===== src/rtl/pc_pkg.sv =====
// Shared types for the next-PC generator: address width, mux select and hold-FSM state encodings.
package pc_pkg;

  localparam int unsigned ADDR_W    = 12;
  localparam int unsigned RAS_DEPTH = 4;
  localparam int unsigned RAS_PTR_W = 2;

  typedef logic [ADDR_W-1:0] addr_t;

  typedef enum logic [2:0] {
    SEL_SEQ,
    SEL_BR,
    SEL_RET,
    SEL_CALL,
    SEL_JMP
  } sel_e;

  typedef enum logic {
    ST_IDLE,
    ST_HELD
  } state_e;

  function automatic addr_t seq_addr(addr_t pc);
    return pc + addr_t'(1);
  endfunction

endpackage


===== src/rtl/pc_next_unit_if.sv =====
// Request/response bundle between the fetch/branch logic and pc_next_unit.
interface pc_next_unit_if;

  pc_pkg::addr_t pc_in;
  logic          stall;
  logic          br_taken;
  pc_pkg::addr_t br_target;
  logic          jmp;
  logic          call;
  logic          ret;
  pc_pkg::addr_t jc_target;
  pc_pkg::addr_t next_pc;
  logic          redirect;
  logic          ras_empty;
  logic          ras_full;
  logic          ras_ovf;
  logic          ras_unf;

  modport master (
    output pc_in, stall, br_taken, br_target, jmp, call, ret, jc_target,
    input  next_pc, redirect, ras_empty, ras_full, ras_ovf, ras_unf
  );

  modport slave (
    input  pc_in, stall, br_taken, br_target, jmp, call, ret, jc_target,
    output next_pc, redirect, ras_empty, ras_full, ras_ovf, ras_unf
  );

endinterface


===== src/rtl/ras_stack.sv =====
// Circular return-address stack; a push while full overwrites the oldest entry.
module ras_stack
  import pc_pkg::*;
#(
  parameter int unsigned RAS_DEPTH = 4,
  parameter int unsigned RAS_PTR_W = 2
) (
  input  logic  clk,
  input  logic  rst,
  input  logic  push,
  input  logic  pop,
  input  addr_t push_addr,
  output addr_t top,
  output logic  empty,
  output logic  full,
  output logic  ovf,
  output logic  unf
);

  localparam int unsigned CntW = RAS_PTR_W + 1;
  localparam logic [CntW-1:0] DepthCnt = RAS_DEPTH[CntW-1:0];

  addr_t                mem_q [RAS_DEPTH];
  logic [RAS_PTR_W-1:0] top_q;
  logic [RAS_PTR_W-1:0] top_inc;
  logic [RAS_PTR_W-1:0] top_dec;
  logic [CntW-1:0]      cnt_q;
  logic                 ovf_q;
  logic                 unf_q;

  assign top_inc = top_q + RAS_PTR_W'(1);
  assign top_dec = top_q - RAS_PTR_W'(1);
  assign empty   = (cnt_q == '0);
  assign full    = (cnt_q == DepthCnt);
  assign top     = mem_q[top_q];
  assign ovf     = ovf_q;
  assign unf     = unf_q;

  always_ff @(posedge clk or posedge rst) begin
    if (rst) begin
      for (int i = 0; i < int'(RAS_DEPTH); i++) mem_q[i] <= '0;
      top_q <= '0;
      cnt_q <= '0;
      ovf_q <= 1'b0;
      unf_q <= 1'b0;
    end else if (push) begin
      mem_q[top_inc] <= push_addr;
      top_q          <= top_inc;
      if (full) ovf_q <= 1'b1;
      else      cnt_q <= cnt_q + CntW'(1);
    end else if (pop) begin
      if (empty) begin
        unf_q <= 1'b1;
      end else begin
        top_q <= top_dec;
        cnt_q <= cnt_q - CntW'(1);
      end
    end
  end

endmodule


===== src/rtl/pc_next_unit.sv =====
// Next-PC priority mux plus stall-hold FSM for branch redirects.
// Return-address stack is built only when PC_NEXT_RAS_EN is defined.
module pc_next_unit
  import pc_pkg::*;
(
  input logic           clk,
  input logic           rst,
  pc_next_unit_if.slave bus
);

  state_e state_q, state_d;
  addr_t  hold_q, hold_d;
  sel_e   sel;
  addr_t  seq;
  addr_t  ras_top;
  logic   ras_empty_w;
  logic   ret_req;

  assign seq = seq_addr(bus.pc_in);

`ifdef PC_NEXT_RAS_EN
  logic accept;
  logic push;
  logic pop;

  // Branch squashes fetch-stage requests; ret beats call in the same cycle.
  assign accept  = (state_q == ST_IDLE) && !bus.stall && !bus.br_taken;
  assign pop     = accept && bus.ret;
  assign push    = accept && bus.call && !bus.ret;
  assign ret_req = bus.ret;

  ras_stack #(
    .RAS_DEPTH (RAS_DEPTH),
    .RAS_PTR_W (RAS_PTR_W)
  ) u_ras (
    .clk       (clk),
    .rst       (rst),
    .push      (push),
    .pop       (pop),
    .push_addr (seq),
    .top       (ras_top),
    .empty     (ras_empty_w),
    .full      (bus.ras_full),
    .ovf       (bus.ras_ovf),
    .unf       (bus.ras_unf)
  );
`else
  assign ret_req      = 1'b0;
  assign ras_top      = '0;
  assign ras_empty_w  = 1'b1;
  assign bus.ras_full = 1'b0;
  assign bus.ras_ovf  = 1'b0;
  assign bus.ras_unf  = 1'b0;
`endif

  assign bus.ras_empty = ras_empty_w;

  always_comb begin
    state_d      = state_q;
    hold_d       = hold_q;
    sel          = SEL_SEQ;
    bus.next_pc  = seq;
    bus.redirect = 1'b0;
    unique case (state_q)
      ST_IDLE: begin
        if (bus.br_taken)  sel = SEL_BR;
        else if (ret_req)  sel = ras_empty_w ? SEL_SEQ : SEL_RET;
        else if (bus.call) sel = SEL_CALL;
        else if (bus.jmp)  sel = SEL_JMP;
        unique case (sel)
          SEL_BR:   bus.next_pc = bus.br_target;
          SEL_RET:  bus.next_pc = ras_top;
          SEL_CALL: bus.next_pc = bus.jc_target;
          SEL_JMP:  bus.next_pc = bus.jc_target;
          default:  bus.next_pc = seq;
        endcase
        bus.redirect = (sel != SEL_SEQ);
        // Stalled PC ignores this cycle's target, so park it until the stall drops.
        if (bus.br_taken && bus.stall) begin
          hold_d  = bus.br_target;
          state_d = ST_HELD;
        end
      end
      ST_HELD: begin
        bus.next_pc  = hold_q;
        bus.redirect = 1'b1;
        if (bus.stall) begin
          if (bus.br_taken) hold_d = bus.br_target;
        end else begin
          if (bus.br_taken) bus.next_pc = bus.br_target;
          state_d = ST_IDLE;
        end
      end
    endcase
  end

  always_ff @(posedge clk or posedge rst) begin
    if (rst) begin
      state_q <= ST_IDLE;
      hold_q  <= '0;
    end else begin
      state_q <= state_d;
      hold_q  <= hold_d;
    end
  end

endmodule


===== src/flat_wrapper.sv =====
// flat-port wrapper written by rule: the top's interface ports become plain ports
module pc_next_unit_flat import pc_pkg::*;
  (clk, rst, bus_pc_in, bus_stall, bus_br_taken, bus_br_target, bus_jmp, bus_call, bus_ret, bus_jc_target, bus_next_pc, bus_redirect, bus_ras_empty, bus_ras_full, bus_ras_ovf, bus_ras_unf);
  pc_next_unit_if bus_i ();
  input logic clk;
  input logic rst;
  input wire logic [$bits(bus_i.pc_in)-1:0] bus_pc_in;
  input wire logic [$bits(bus_i.stall)-1:0] bus_stall;
  input wire logic [$bits(bus_i.br_taken)-1:0] bus_br_taken;
  input wire logic [$bits(bus_i.br_target)-1:0] bus_br_target;
  input wire logic [$bits(bus_i.jmp)-1:0] bus_jmp;
  input wire logic [$bits(bus_i.call)-1:0] bus_call;
  input wire logic [$bits(bus_i.ret)-1:0] bus_ret;
  input wire logic [$bits(bus_i.jc_target)-1:0] bus_jc_target;
  output wire logic [$bits(bus_i.next_pc)-1:0] bus_next_pc;
  output wire logic [$bits(bus_i.redirect)-1:0] bus_redirect;
  output wire logic [$bits(bus_i.ras_empty)-1:0] bus_ras_empty;
  output wire logic [$bits(bus_i.ras_full)-1:0] bus_ras_full;
  output wire logic [$bits(bus_i.ras_ovf)-1:0] bus_ras_ovf;
  output wire logic [$bits(bus_i.ras_unf)-1:0] bus_ras_unf;
  assign bus_i.pc_in = bus_pc_in;
  assign bus_i.stall = bus_stall;
  assign bus_i.br_taken = bus_br_taken;
  assign bus_i.br_target = bus_br_target;
  assign bus_i.jmp = bus_jmp;
  assign bus_i.call = bus_call;
  assign bus_i.ret = bus_ret;
  assign bus_i.jc_target = bus_jc_target;
  assign bus_next_pc = bus_i.next_pc;
  assign bus_redirect = bus_i.redirect;
  assign bus_ras_empty = bus_i.ras_empty;
  assign bus_ras_full = bus_i.ras_full;
  assign bus_ras_ovf = bus_i.ras_ovf;
  assign bus_ras_unf = bus_i.ras_unf;
  pc_next_unit u_core (.clk(clk), .rst(rst), .bus(bus_i));
endmodule

===== config.mk =====
export PLATFORM = sky130hd
export DESIGN_NAME = pc_next_unit_flat
export DESIGN_NICKNAME = d
export VERILOG_FILES = /design/src/rtl/pc_pkg.sv /design/src/rtl/pc_next_unit_if.sv /design/src/rtl/ras_stack.sv /design/src/rtl/pc_next_unit.sv /design/src/flat_wrapper.sv
export SDC_FILE = /design/constraint.sdc
export NUM_CORES = 1
export LEC_CHECK = 0
export CORE_MARGIN = 5
export CORE_UTILIZATION = 43
export CTS_CLUSTER_DIAMETER = 60
export DETAILED_ROUTE_END_ITERATION = 6
export PLACE_DENSITY_LB_ADDON = 0.2
export SETUP_SLACK_MARGIN = 0.05
export SLEW_MARGIN = 0
export SYNTH_ARGS = -nofsm -noshare
export SYNTH_HDL_FRONTEND = slang
export SYNTH_SLANG_ARGS = --single-unit

===== constraint.sdc =====
create_clock -name clk -period 2.4 [get_ports clk]
set_input_delay 0.36 -clock clk [delete_from_list [all_inputs] [get_ports clk]]
set_output_delay 0.36 -clock clk [all_outputs]
set_load 0.02 [all_outputs]

==> implementation parameters, run 1 <==
Parameter                              Value

STA
  Number of failing setup endpoints in the final timing report    0
  Number of failing hold endpoints at the final stage    0
  Final Critical Period    2310 ps
  Share of the clock period used by the worst path after layout    0.963
  Fmax    433 MHz
  Slew headroom    0.618
  Clock skew    0 ps
  Unrepaired setup endpoints after global routing    yes
  Setup slack of the critical path after layout    89.3 ps
  Slew at the pin closest to its max-slew limit    572 ps
  Final Slew Violations    0

Power and ir drop
  Power density over the cells    409 nW/um^2
  Net Switching    0.281 mW
  Reg power frac    0.341
  Switching share of total power    0.356
  Logic gate share of total power    0.460
  Total internal power    0.508 mW
  Relative contribution of the clock network to total power    0.199
  Leakage dissipation    0.797 nW
  Power after layout    0.789 mW
  Maximum ir drop on the vdd rail    0.369 mV

Logic synthesis
  Combinational family with the most area after synthesis    compound AO/OA/AOI/OAI gates
  Top-area cell type share of the netlist area    0.275
  Adder-Cell Fraction of Synth Area    0.0106
  Async set-reset flop share out of synthesis    1.00
  Synth top area cells    sky130_fd_sc_hd__dfrtp_1 27%, sky130_fd_sc_hd__mux2_2 12%, sky130_fd_sc_hd__xnor2_1 6.7%
  Synthesized area per cell    9.56 sq um
  Sequential cell area fraction in the yosys report    0.275
  Count of flip-flops with a built-in enable after synthesis    0
  Synth unique cells    37
  Cell type with the largest total area after synthesis    sky130_fd_sc_hd__dfrtp_1
  Main synth FF type    sky130_fd_sc_hd__dfrtp_1
  Syn Inst Count    124
  Synth warnings    0
  Multiplexer share of the synthesized area    0.132
  Xor/xnor share of the synthesized area    0.0739
  Share of the synthesized area in compound gates (AO/OA/AOI/OAI)    0.265
  Share of synthesized cell area in and, or, nand and nor gates    0.147
  Post-Syn Area    1180 sq um
  Count of state elements after synthesis    13

Routing
  Met2 Routed Length    1970 um
  Via total after detailed routing    1,280
  DR vias/cell    5.49
  Highest metal used    met4
  First-iteration detailed-routing DRC count    45
  Number of nets with antenna violations after routing    0
  WL per Instance    17.1 um
  Post-detailed-route DRC marker count    0
  Metal-1 WL    1740 um
  WL met3    220 um
  Post-detailed-routing wire length    3990 um
  Number of iterations in the first detailed-routing pass    4

Die
  Overall die width    62.5 um
  Num rows    19
  Initial standard-cell utilization of the core    0.441
  Die Height    62.5 um
  Area enclosed by the die boundary    3910 sq um
  Placeable Area    2690 sq um
  Io pins    60

Finish
  Post-route core utilization    0.718
  Area Growth Syn to Fin    62.7%
  # nets final    247
  Layout cell share with drive strength beyond 1    0.361
  Count of antenna diodes in the layout    0
  Final instance area    1930 sq um

Critical path
  Crit path launch type    input pin
  Path type of the worst setup path    input pin to output pin
  Worst EP required    2040 ps
  Capturing element type of the critical path    output pin
  Largest driver fanout on the critical path    5
  Worst EP arrival    1950 ps

Clock network
  Hold_buf cts    0
  Clock latency on the worst-skew pair    300 ps
  Clock buffer depth    2
  CTS Root Buffer Type    sky130_fd_sc_hd__clkbuf_4
  Reg clk slew, reported paths    100 ps
  Clock tree from TritonCTS    yes
  Setup repair bufs after CTS    0
  # clock sinks    13
  CTS buffer count    3
  CTS HTree Levels    1

Placed design
  Number of buffer cells added on primary ports    54
  Setup slack after placement    -310 ps
  Detail Placement HPWL    3090 um
  Post-placement cell area    1900 sq um
  Placer congestion estimate    0.866

Global routing
  Total grt overflow    0
  Initial antenna violation count    0
  Maximum number of pins on one net before global-route repair    14
  Gr usage total    0.206
  Vias in the first global route    1,387
  First-pass GRT wire length    6500 um

Flow run
  Number of max-cap violations    0

Worst hold path
  Class of the tightest hold or removal check    input pin to asynchronous set/reset pin

Outcome
  Outcome    completed
==> area by class of cell <==
cell class | instances | area [sq um]
timing repair buffer | 83 | 723
multi-input combinational | 98 | 800
clock buffer | 4 | 26.3
inverter | 4 | 15.0
fill | 219 | 758
tap | 31 | 38.8
sequential | 13 | 325
==> cells in the final DEF (no fill, tap or decap), types with 2 or more instances in the layout <==
cell type | synthesis | final
sky130_fd_sc_hd__mux2_2 | 13 | 13
sky130_fd_sc_hd__nand3_1 | 6 | 6
sky130_fd_sc_hd__o221ai_2 | 3 | 3
sky130_fd_sc_hd__a22o_1 | 3 | 3
sky130_fd_sc_hd__o211ai_1 | 3 | 3
sky130_fd_sc_hd__buf_2 | 2 | 3
sky130_fd_sc_hd__conb_1 | 2 | 4
sky130_fd_sc_hd__a221oi_2 | 4 | 4
sky130_fd_sc_hd__a22oi_1 | 10 | 9
sky130_fd_sc_hd__nor2_2 | 1 | 2
sky130_fd_sc_hd__inv_1 | 4 | 4
sky130_fd_sc_hd__a21oi_1 | 2 | 2
sky130_fd_sc_hd__o21ai_1 | 3 | 3
sky130_fd_sc_hd__clkbuf_2 | 0 | 4
sky130_fd_sc_hd__clkbuf_4 | 0 | 3
sky130_fd_sc_hd__and2_1 | 2 | 2
sky130_fd_sc_hd__nor4_2 | 0 | 2
sky130_fd_sc_hd__clkdlybuf4s50_1 | 0 | 39
sky130_fd_sc_hd__clkdlybuf4s15_2 | 0 | 2
sky130_fd_sc_hd__xnor2_1 | 9 | 9
sky130_fd_sc_hd__dfrtp_1 | 13 | 13
sky130_fd_sc_hd__nor2_1 | 6 | 5
sky130_fd_sc_hd__nand2_1 | 9 | 8
sky130_fd_sc_hd__dlygate4sd2_1 | 0 | 4
sky130_fd_sc_hd__buf_4 | 5 | 29
==> state kept, by name, summed over array words and instances, names as in the netlist <==
| signal | cells |
|---|---|
| u_core.state_q | 1 |
| u_core.hold_q | 12 |
==> synthesized netlist by cell type (all sizes together), types with 2 or more instances <==
| master | instances |
|---|---|
| a22o | 3 |
| and2 | 2 |
| a22oi | 10 |
| conb | 2 |
| xnor2 | 9 |
| a221oi | 4 |
| o211ai | 4 |
| nand3 | 6 |
| a21oi | 2 |
| nand2 | 9 |
| nor4 | 4 |
| dfrtp | 13 |
| buf | 11 |
| o221ai | 3 |
| nor2 | 7 |
| o21ai | 5 |
| inv | 4 |
| mux2 | 13 |
==> repair_timing <==
item / 4_1_cts / 5_1_grt
pin swaps: 0 / 1
endpoints found under the setup margin: 13 / 10
resized for setup: 30 / 16
==> worst paths after layout <==
path | start | end | slack [ps] | cells after the start
max | bus_pc_in[1] | bus_next_pc[9] | 90 | 6
min | rst | u_core.hold_q[1]$_DFFE_PP0P_ | 410 | 2
max reg2reg | u_core.state_q$_DFF_PP0_ | u_core.state_q$_DFF_PP0_ | 1290 | 4
min reg2reg | u_core.hold_q[7]$_DFFE_PP0P_ | u_core.hold_q[7]$_DFFE_PP0P_ | 520 | 1
max in group asynchronous | rst | u_core.hold_q[5]$_DFFE_PP0P_ | 1620 | 2
min in group clk | u_core.hold_q[7]$_DFFE_PP0P_ | u_core.hold_q[7]$_DFFE_PP0P_ | 520 | 1
==> cells by family (layout without fill, tap and decap cells) <==
logic type,Yosys count,in the layout
AOI/OAI and AO/OA,35,35
and+or+nand+nor,34,34
buffers and inverters,15,91
muxes,14,14
DFF,13,13
xor gates and xnor gates,10,10
other,2,4
adders and majority gates,1,1
==> stage by stage <==
stage          hold slack, ps  std cells  TNS, ps
4_1_cts                   435        233        0
3_5_place_dp              498        229    -2960
2_1_floorplan             237        126        0
3_3_place_gp              488        229    -2890
6_report                  407        233        0
5_1_grt                   462        233        0
==> critical path, stage by stage <==
cell	delay, ps
sky130_fd_sc_hd__clkdlybuf4s50_1	490
sky130_fd_sc_hd__nand3_1	200
sky130_fd_sc_hd__nor4_1	300
sky130_fd_sc_hd__xnor2_1	110
sky130_fd_sc_hd__o21ai_1	130
sky130_fd_sc_hd__dlygate4sd2_1	350
==> power by group through the flow <==
stage	Combinational (mW)	Sequential (mW)	Clock, mW
global placement	0.370	0.269	0
global route	0.390	0.273	0.168
floorplan	0.192	0.267	0
CTS	0.363	0.267	0.154
finish	0.363	0.269	0.157
detailed placement	0.378	0.272	0
==> layer usage <==
metal  vias to the layer above  global-route usage
met4                         0              0.0743
met5                         -                   0
li1                        613                   -
met1                       616               0.252
met2                        46               0.341
met3                         5              0.0576
Power figures use the tool's default switching activity.
==> run 2, diff against run 1 <==
- ABC_AREA: not set -> 1
- CORE_UTILIZATION: 43 -> 45
==> implementation parameters, run 2 <==
Parameter                              Value

Power and ir drop
  Total internal power    0.492 mW (-3.1%)
  Net Switching    0.299 mW (+6.4%)
  Maximum ir drop on the vdd rail    0.305 mV (-17%)
  Logic gate share of total power    0.495 (+0.035)
  Relative contribution of the clock network to total power    0.177 (-0.022)
  Reg power frac    0.327 (-0.014)
  Leakage dissipation    0.973 nW (+22%)
  Power density over the cells    390 nW/um^2 (-4.8%)
  Switching share of total power    0.378 (+0.0217)
  Power after layout    0.791 mW (+0.29%)

Routing
  First-iteration detailed-routing DRC count    72 (+60%)
  WL per Instance    12.3 um (-28%)
  Number of nets with antenna violations after routing    0 (unchanged)
  DR vias/cell    5.22 (-5.0%)
  Post-detailed-routing wire length    4010 um (+0.40%)
  Post-detailed-route DRC marker count    0 (unchanged)
  Number of iterations in the first detailed-routing pass    4 (unchanged)
  Via total after detailed routing    1,697 (+33%)

Clock network
  Clock latency on the worst-skew pair    280 ps (-20 ps)
  CTS HTree Levels    1 (unchanged)
  CTS buffer count    3 (unchanged)
  Setup repair bufs after CTS    0 (unchanged)
  Clock tree from TritonCTS    yes
  Hold_buf cts    0 (unchanged)
  Reg clk slew, reported paths    80 ps (-20 ps)
  # clock sinks    13 (unchanged)
  Clock buffer depth    2 (unchanged)
  CTS Root Buffer Type    sky130_fd_sc_hd__clkbuf_4

Die
  Area enclosed by the die boundary    4100 sq um (+5.1%)
  Die Height    64.1 um (+2.5%)
  Overall die width    64.1 um (+2.5%)
  Io pins    60 (unchanged)
  Initial standard-cell utilization of the core    0.473 (+0.0317)
  Num rows    19 (unchanged)
  Placeable Area    2780 sq um (+3.5%)

STA
  Slew at the pin closest to its max-slew limit    519 ps (-53.1 ps)
  Slew headroom    0.654 (+0.0360)
  Unrepaired setup endpoints after global routing    no
  Share of the clock period used by the worst path after layout    0.938 (-0.0250)
  Final Slew Violations    0 (unchanged)
  Number of failing setup endpoints in the final timing report    0 (unchanged)
  Clock skew    2.16 ps (+2.16 ps)
  Final Critical Period    2250 ps (-59.9 ps)
  Number of failing hold endpoints at the final stage    0 (unchanged)
  Post-route worst hold slack    418 ps (+10.6 ps)
  Fmax    444 MHz (+2.7%)

Logic synthesis
  Synth unique cells    29 (-22%)
  Synthesized area per cell    6.00 sq um (-37%)
  Main synth FF type    sky130_fd_sc_hd__dfrtp_1
  Sequential cell area fraction in the yosys report    0.247 (-0.0272)
  Syn Inst Count    219 (+77%)
  Adder-Cell Fraction of Synth Area    0.00951 (-0.00104)
  Combinational family with the most area after synthesis    simple AND/OR/NAND/NOR gates
  Xor/xnor share of the synthesized area    0.00666 (-0.0673)
  Synth warnings    0 (unchanged)
  Multiplexer share of the synthesized area    0 (-0.132)
  Top-area cell type share of the netlist area    0.247 (-0.0272)
  Share of synthesized cell area in and, or, nand and nor gates    0.301 (+0.154)
  Cell with the most instances after synthesis    sky130_fd_sc_hd__nand2_1
  Count of state elements after synthesis    13 (unchanged)
  Post-Syn Area    1320 sq um (+11%)
  Top cells by count, synth    56 x sky130_fd_sc_hd__nand2_1, 26 x sky130_fd_sc_hd__inv_1, 18 x sky130_fd_sc_hd__o21ai_1
  Share of the synthesized area in compound gates (AO/OA/AOI/OAI)    0.283 (+0.0175)
  Async set-reset flop share out of synthesis    1.00 (unchanged)
  Count of flip-flops with a built-in enable after synthesis    0 (unchanged)
  Cell type with the largest total area after synthesis    sky130_fd_sc_hd__dfrtp_1
  Synth top area cells    sky130_fd_sc_hd__dfrtp_1 25%, sky130_fd_sc_hd__nand2_1 16%, sky130_fd_sc_hd__inv_1 7.4%

Critical path
  Crit path launch type    input pin
  Largest driver fanout on the critical path    2 (-3)
  Capturing element type of the critical path    output pin
  Worst EP arrival    1890 ps (-60 ps)
  Flop-to-flop setup slack    1130 ps (-160 ps)
  Path type of the worst setup path    input pin to output pin
  Worst EP required    2040 ps (about the same)

Finish
  Post-route core utilization    0.730 (+0.0123)
  Final instance area    2030 sq um (+5.3%)
  Layout cell share with drive strength beyond 1    0.197 (-0.164)
  Count of antenna diodes in the layout    0 (unchanged)
  Final cell count without fillers    325 (+39%)
  # nets final    339 (+37%)
  Top flop regs    u_core.hold_q: 12 flops, u_core.state_q: 1 flops
  Largest register FFs    12 (unchanged)
  Most frequent cells in the layout    55 x sky130_fd_sc_hd__nand2_1, 41 x sky130_fd_sc_hd__clkdlybuf4s50_1, 26 x sky130_fd_sc_hd__inv_1, 26 x sky130_fd_sc_hd__buf_4, 18 x sky130_fd_sc_hd__o21ai_1
  Top reg by flops    u_core.hold_q
  Area Growth Syn to Fin    54.4%
  Most frequent standard cell in the layout excluding fill and tap cells    sky130_fd_sc_hd__nand2_1
  # fillers    252 (+15%)

Placed design
  Number of buffer cells added on primary ports    54 (unchanged)
  Placed cell count    321 (+40%)
  Detail Placement HPWL    3200 um (+3.6%)
  Post-placement cell area    2050 sq um (+7.9%)
  Placer congestion estimate    0.826 (-4.7%)

Global routing
  First-pass GRT wire length    6820 um (+4.9%)
  Gr usage total    0.198 (-0.00719)
  Maximum number of pins on one net before global-route repair    19 (+5)
  Initial antenna violation count    0 (unchanged)
  Vias in the first global route    1,575 (+14%)
  Total grt overflow    0 (unchanged)

Flow run
  Number of max-cap violations    0 (unchanged)

Outcome
  Outcome    completed

Worst hold path
  Class of the tightest hold or removal check    input pin to asynchronous set/reset pin
-- run 2: cell types whose count changed in the layout (fill, tap and decap cells not counted), sizes merged, moves of 8 or more --
cell | previous run | this run
a22oi | 10 | 1
nand3 | 6 | 14
o21ai | 5 | 29
nor2 | 7 | 17
xnor2 | 9 | 1
inv | 4 | 31
mux2 | 13 | 0
nand2 | 9 | 57
clkbuf | 8 | 16
a21oi | 2 | 17
-- run 2: layout make-up --
type | count | area, sq um | area share
tap | 31 | 38.8 | 0.0191
multi-input combinational | 164 | 818 | 0.403
sequential | 13 | 325 | 0.160
inverter | 31 | 116 | 0.0573
clock buffer | 4 | 26.3 | 0.0129
timing repair buffer | 82 | 706 | 0.348
-- run 2: final timing paths --
check / from / endpoint / cells after the start
hold reg to reg: u_core.hold_q[9]$_DFFE_PP0P_ / u_core.hold_q[9]$_DFFE_PP0P_ / 2
max in group asynchronous: rst / u_core.hold_q[9]$_DFFE_PP0P_ / 2
setup reg to reg: u_core.state_q$_DFF_PP0_ / u_core.hold_q[11]$_DFFE_PP0P_ / 5
hold / removal: rst / u_core.hold_q[4]$_DFFE_PP0P_ / 2
min in group clk: u_core.hold_q[9]$_DFFE_PP0P_ / u_core.hold_q[9]$_DFFE_PP0P_ / 2
setup / recovery: bus_pc_in[0] / bus_next_pc[4] / 8
-- run 2: kinds of logic (layout without fill, tap and decap cells) --
logic type | Yosys count | after routing
AOI/OAI and AO/OA | 64 | 64
adders and majority gates | 1 | 1
buffers and inverters | 44 | 117
DFF | 13 | 13
and+or+nand+nor | 94 | 94
xor gates and xnor gates | 1 | 1
other | 2 | 4
-- run 2: routing by layer --
metal | vias to the layer above | routed length (um) | track usage
met1 | 754 | 1770 | 0.263
met3 | 4 | 331 | 0.0473
met4 | 0 | 32 | 0.0416
met2 | 65 | 1870 | 0.327
met5 | - | 0 | 0
li1 | 874 | - | -
-- run 2: critical path, cell delays in order --
cell and delay (ps):
sky130_fd_sc_hd__clkdlybuf4s50_1 490, sky130_fd_sc_hd__ha_1 160, sky130_fd_sc_hd__nand2_1 110, sky130_fd_sc_hd__buf_4 160
sky130_fd_sc_hd__o21bai_1 110, sky130_fd_sc_hd__nand3b_1 110, sky130_fd_sc_hd__a22oi_1 190, sky130_fd_sc_hd__clkbuf_2 200
-- run 2: power by group through the flow --
| stage | clock network [mW] | registers [mW] | logic, mW |
|---|---|---|---|
| floorplan | 0 | 0.260 | 0.219 |
| global placement | 0 | 0.262 | 0.412 |
| detailed placement | 0 | 0.263 | 0.417 |
| CTS | 0.144 | 0.259 | 0.398 |
| global route | 0.152 | 0.262 | 0.435 |
| finish | 0.140 | 0.259 | 0.392 |
-- run 2: timing repair --
| item | CTS | global route |
|---|---|---|
| gates resized for setup | 15 | 27 |
| setup endpoints to repair | 13 | 12 |
| gates cloned | 0 | 0 |
-- run 2: metrics by stage --
stage / setup TNS, ps / setup WS [ps]
after floorplan: 0 / 684
after global placement: -2460 / -246
after detailed placement: -2680 / -286
after CTS: 0 / 34.5
after global routing: 0 / 59.0
final: 0 / 149
==> run 3, diff against run 2 <==
- CORE_MARGIN: 5 -> 2
==> implementation parameters, run 3 (same netlist as run 2, synthesis figures left out) <==
Parameter                              Value

Outcome
  Outcome    completed

Global routing
  Maximum number of pins on one net before global-route repair    19 (unchanged)
  Total grt overflow    0 (unchanged)
  First-pass GRT wire length    6800 um (-0.21%)
  Gr usage total    0.260 (+0.0616)
  Initial antenna violation count    0 (unchanged)
  Vias in the first global route    1,644 (+4.4%)

STA
  Slew at the pin closest to its max-slew limit    518 ps (-0.385 ps)
  Final Critical Period    2230 ps (-16.3 ps)
  Share of the clock period used by the worst path after layout    0.931 (-0.00678)
  Clock skew    2.87 ps (+0.714 ps)
  Setup total negative slack    0 ps (unchanged)
  Slew headroom    0.654 (about the same)
  Unrepaired setup endpoints after global routing    no
  Number of failing setup endpoints in the final timing report    0 (unchanged)
  Fmax    448 MHz (+0.73%)
  Final Slew Violations    0 (unchanged)
  Post-route worst hold slack    394 ps (-23.5 ps)
  Number of failing hold endpoints at the final stage    0 (unchanged)

Critical path
  Worst EP arrival    1870 ps (-20 ps)
  Path type of the worst setup path    input pin to output pin
  Crit path launch type    input pin
  Kind of cell adding the most delay to the critical path    buffers and inverters
  Capturing element type of the critical path    output pin
  CP bufs+invs    3 (unchanged)
  Worst EP required    2040 ps (about the same)
  Launch point of the worst reg-to-reg path    u_core.state_q$_DFF_PP0_
  Largest driver fanout on the critical path    2 (unchanged)
  Reg2Reg Capture Point    u_core.hold_q[6]$_DFFE_PP0P_
  Critical Path Slowest Stage Cell    sky130_fd_sc_hd__clkdlybuf4s50_1
  Most Frequent Cell on Critical Path    sky130_fd_sc_hd__buf_4
  Flop-to-flop setup slack    1200 ps (+70 ps)
  Worst path max stage delay    500 ps (about the same)
  Ordered list of cells on the worst path    clkdlybuf4s50_1 -> ha_1 -> nand2_1 -> buf_4 -> o21bai_1 -> nand3b_1 -> a22oi_2 -> buf_4
  Cell count of the worst reg-to-reg path    5 (unchanged)

Finish
  Most frequent cells in the layout    55 x sky130_fd_sc_hd__nand2_1, 41 x sky130_fd_sc_hd__clkdlybuf4s50_1, 33 x sky130_fd_sc_hd__buf_4, 26 x sky130_fd_sc_hd__inv_1, 18 x sky130_fd_sc_hd__o21ai_1
  Largest register FFs    12 (unchanged)
  Count of antenna diodes in the layout    0 (unchanged)
  Area of all sequential standard cells    325 sq um (unchanged)
  # fillers    260 (+3.2%)
  Post-route core utilization    0.751 (+0.0208)
  Top flop regs    u_core.hold_q: 12 flops, u_core.state_q: 1 flops
  Area Growth Syn to Fin    57.5%
  Total area of multi-input combinational cells    841 sq um (+2.8%)
  Top reg by flops    u_core.hold_q
  Most frequent standard cell in the layout excluding fill and tap cells    sky130_fd_sc_hd__nand2_1
  # nets final    343 (+1.2%)
  Layout cell share with drive strength beyond 1    0.218 (+0.0208)

Die
  Placeable Area    2760 sq um (-0.85%)
  Initial standard-cell utilization of the core    0.477 (+0.00408)
  Io pins    60 (unchanged)
  Overall die width    58.1 um (-9.4%)
  Area enclosed by the die boundary    3370 sq um (-18%)
  Die Height    58.1 um (-9.4%)
  Num rows    19 (unchanged)

Clock network
  Setup repair bufs after CTS    0 (unchanged)
  Clock latency on the worst-skew pair    290 ps (about the same)
  Clock buffer depth    2 (unchanged)
  # clock sinks    13 (unchanged)
  CTS HTree Levels    1 (unchanged)
  CTS Root Buffer Type    sky130_fd_sc_hd__clkbuf_4
  Reg clk slew, reported paths    80 ps (about the same)
  Clock tree from TritonCTS    yes
  CTS buffer count    3 (unchanged)

Routing
  Post-detailed-route DRC marker count    0 (unchanged)
  Via total after detailed routing    1,722 (+1.5%)
  Post-detailed-routing wire length    4090 um (+2.0%)
  First-iteration detailed-routing DRC count    70 (-2.8%)
  DR vias/cell    5.23 (+0.24%)
  WL per Instance    12.4 um (+0.75%)
  Number of iterations in the first detailed-routing pass    4 (unchanged)
  Number of nets with antenna violations after routing    0 (unchanged)

Placed design
  Placer congestion estimate    0.864 (+4.7%)
  Detail Placement HPWL    3290 um (+2.9%)
  Number of buffer cells added on primary ports    54 (unchanged)

Power and ir drop
  Reg power frac    0.324 (-0.003)
  Power density over the cells    386 nW/um^2 (-0.93%)
  Maximum ir drop on the vdd rail    0.353 mV (+16%)
  Switching share of total power    0.384 (+0.00621)
  Total internal power    0.492 mW (about the same)
  Net Switching    0.307 mW (+2.7%)
  Leakage dissipation    0.994 nW (+2.1%)
  Relative contribution of the clock network to total power    0.175 (-0.002)
  Logic gate share of total power    0.501 (+0.006)

Flow run
  Number of max-cap violations    0 (unchanged)

Worst hold path
  Class of the tightest hold or removal check    input pin to asynchronous set/reset pin
-- run 3: cell types whose count changed in the layout (fill, tap and decap cells not counted), sizes merged --
cell	change
buf	+5
clkbuf	-2
clkinv	+1
-- run 3: power groups by stage --
stage	Clock, mW	Sequential [mW]	Combinational (mW)
after detailed placement	0	0.263	0.418
after global routing	0.156	0.262	0.442
after floorplan	0	0.260	0.219
final	0.140	0.259	0.400
after global placement	0	0.262	0.411
after CTS	0.144	0.259	0.402
-- run 3: worst max-delay path by stage --
stage	start	end	slack, ps	cells after the start
detailed placement	bus_pc_in[0]	bus_next_pc[8]	-290	9
global route	bus_jmp	bus_next_pc[9]	80	10
global placement	bus_pc_in[0]	bus_next_pc[8]	-230	9
floorplan	bus_jmp	bus_next_pc[9]	680	7
finish	bus_pc_in[0]	bus_next_pc[4]	170	8
CTS	bus_pc_in[0]	bus_next_pc[4]	50	8
-- run 3: through the flow --
stage               cells  power [mW]  setup WS, ps  instance area, sq um
floorplan             221       0.479           684                  1320
global placement      325       0.673          -234                  2060
detailed placement    325       0.681          -287                  2060
CTS                   329       0.805          50.9                  2100
global route          329       0.860          78.3                  2070
finish                329       0.799           166                  2070
-- run 3: layout make-up --
type	count	share of cell area
repair buffers	86	0.349
flip-flops and latches	13	0.157
clock inverters	1	0.00242
inverters	31	0.0562
multi-input cells	164	0.406
clock buffers	3	0.0109
well taps	31	0.0187
-- run 3: timing repair --
action | 4_1_cts | 5_1_grt
pin swaps | 1 | 0
setup endpoints to repair | 13 | 13
resized for setup | 21 | 27
hold buffers | 0 | 0
-- run 3: routing by layer --
| metal | vias to the layer above | share of wire | track usage | wire length (um) |
|---|---|---|---|---|
| li1 | 885 | - | - | - |
| met1 | 773 | 0.43 | 0.303 | 1740 |
| met2 | 54 | 0.50 | 0.466 | 2050 |
| met3 | 10 | 0.048 | 0.0513 | 195 |
| met4 | 0 | 0.025 | 0.0997 | 104 |
| met5 | - | 0 | 0 | 0 |
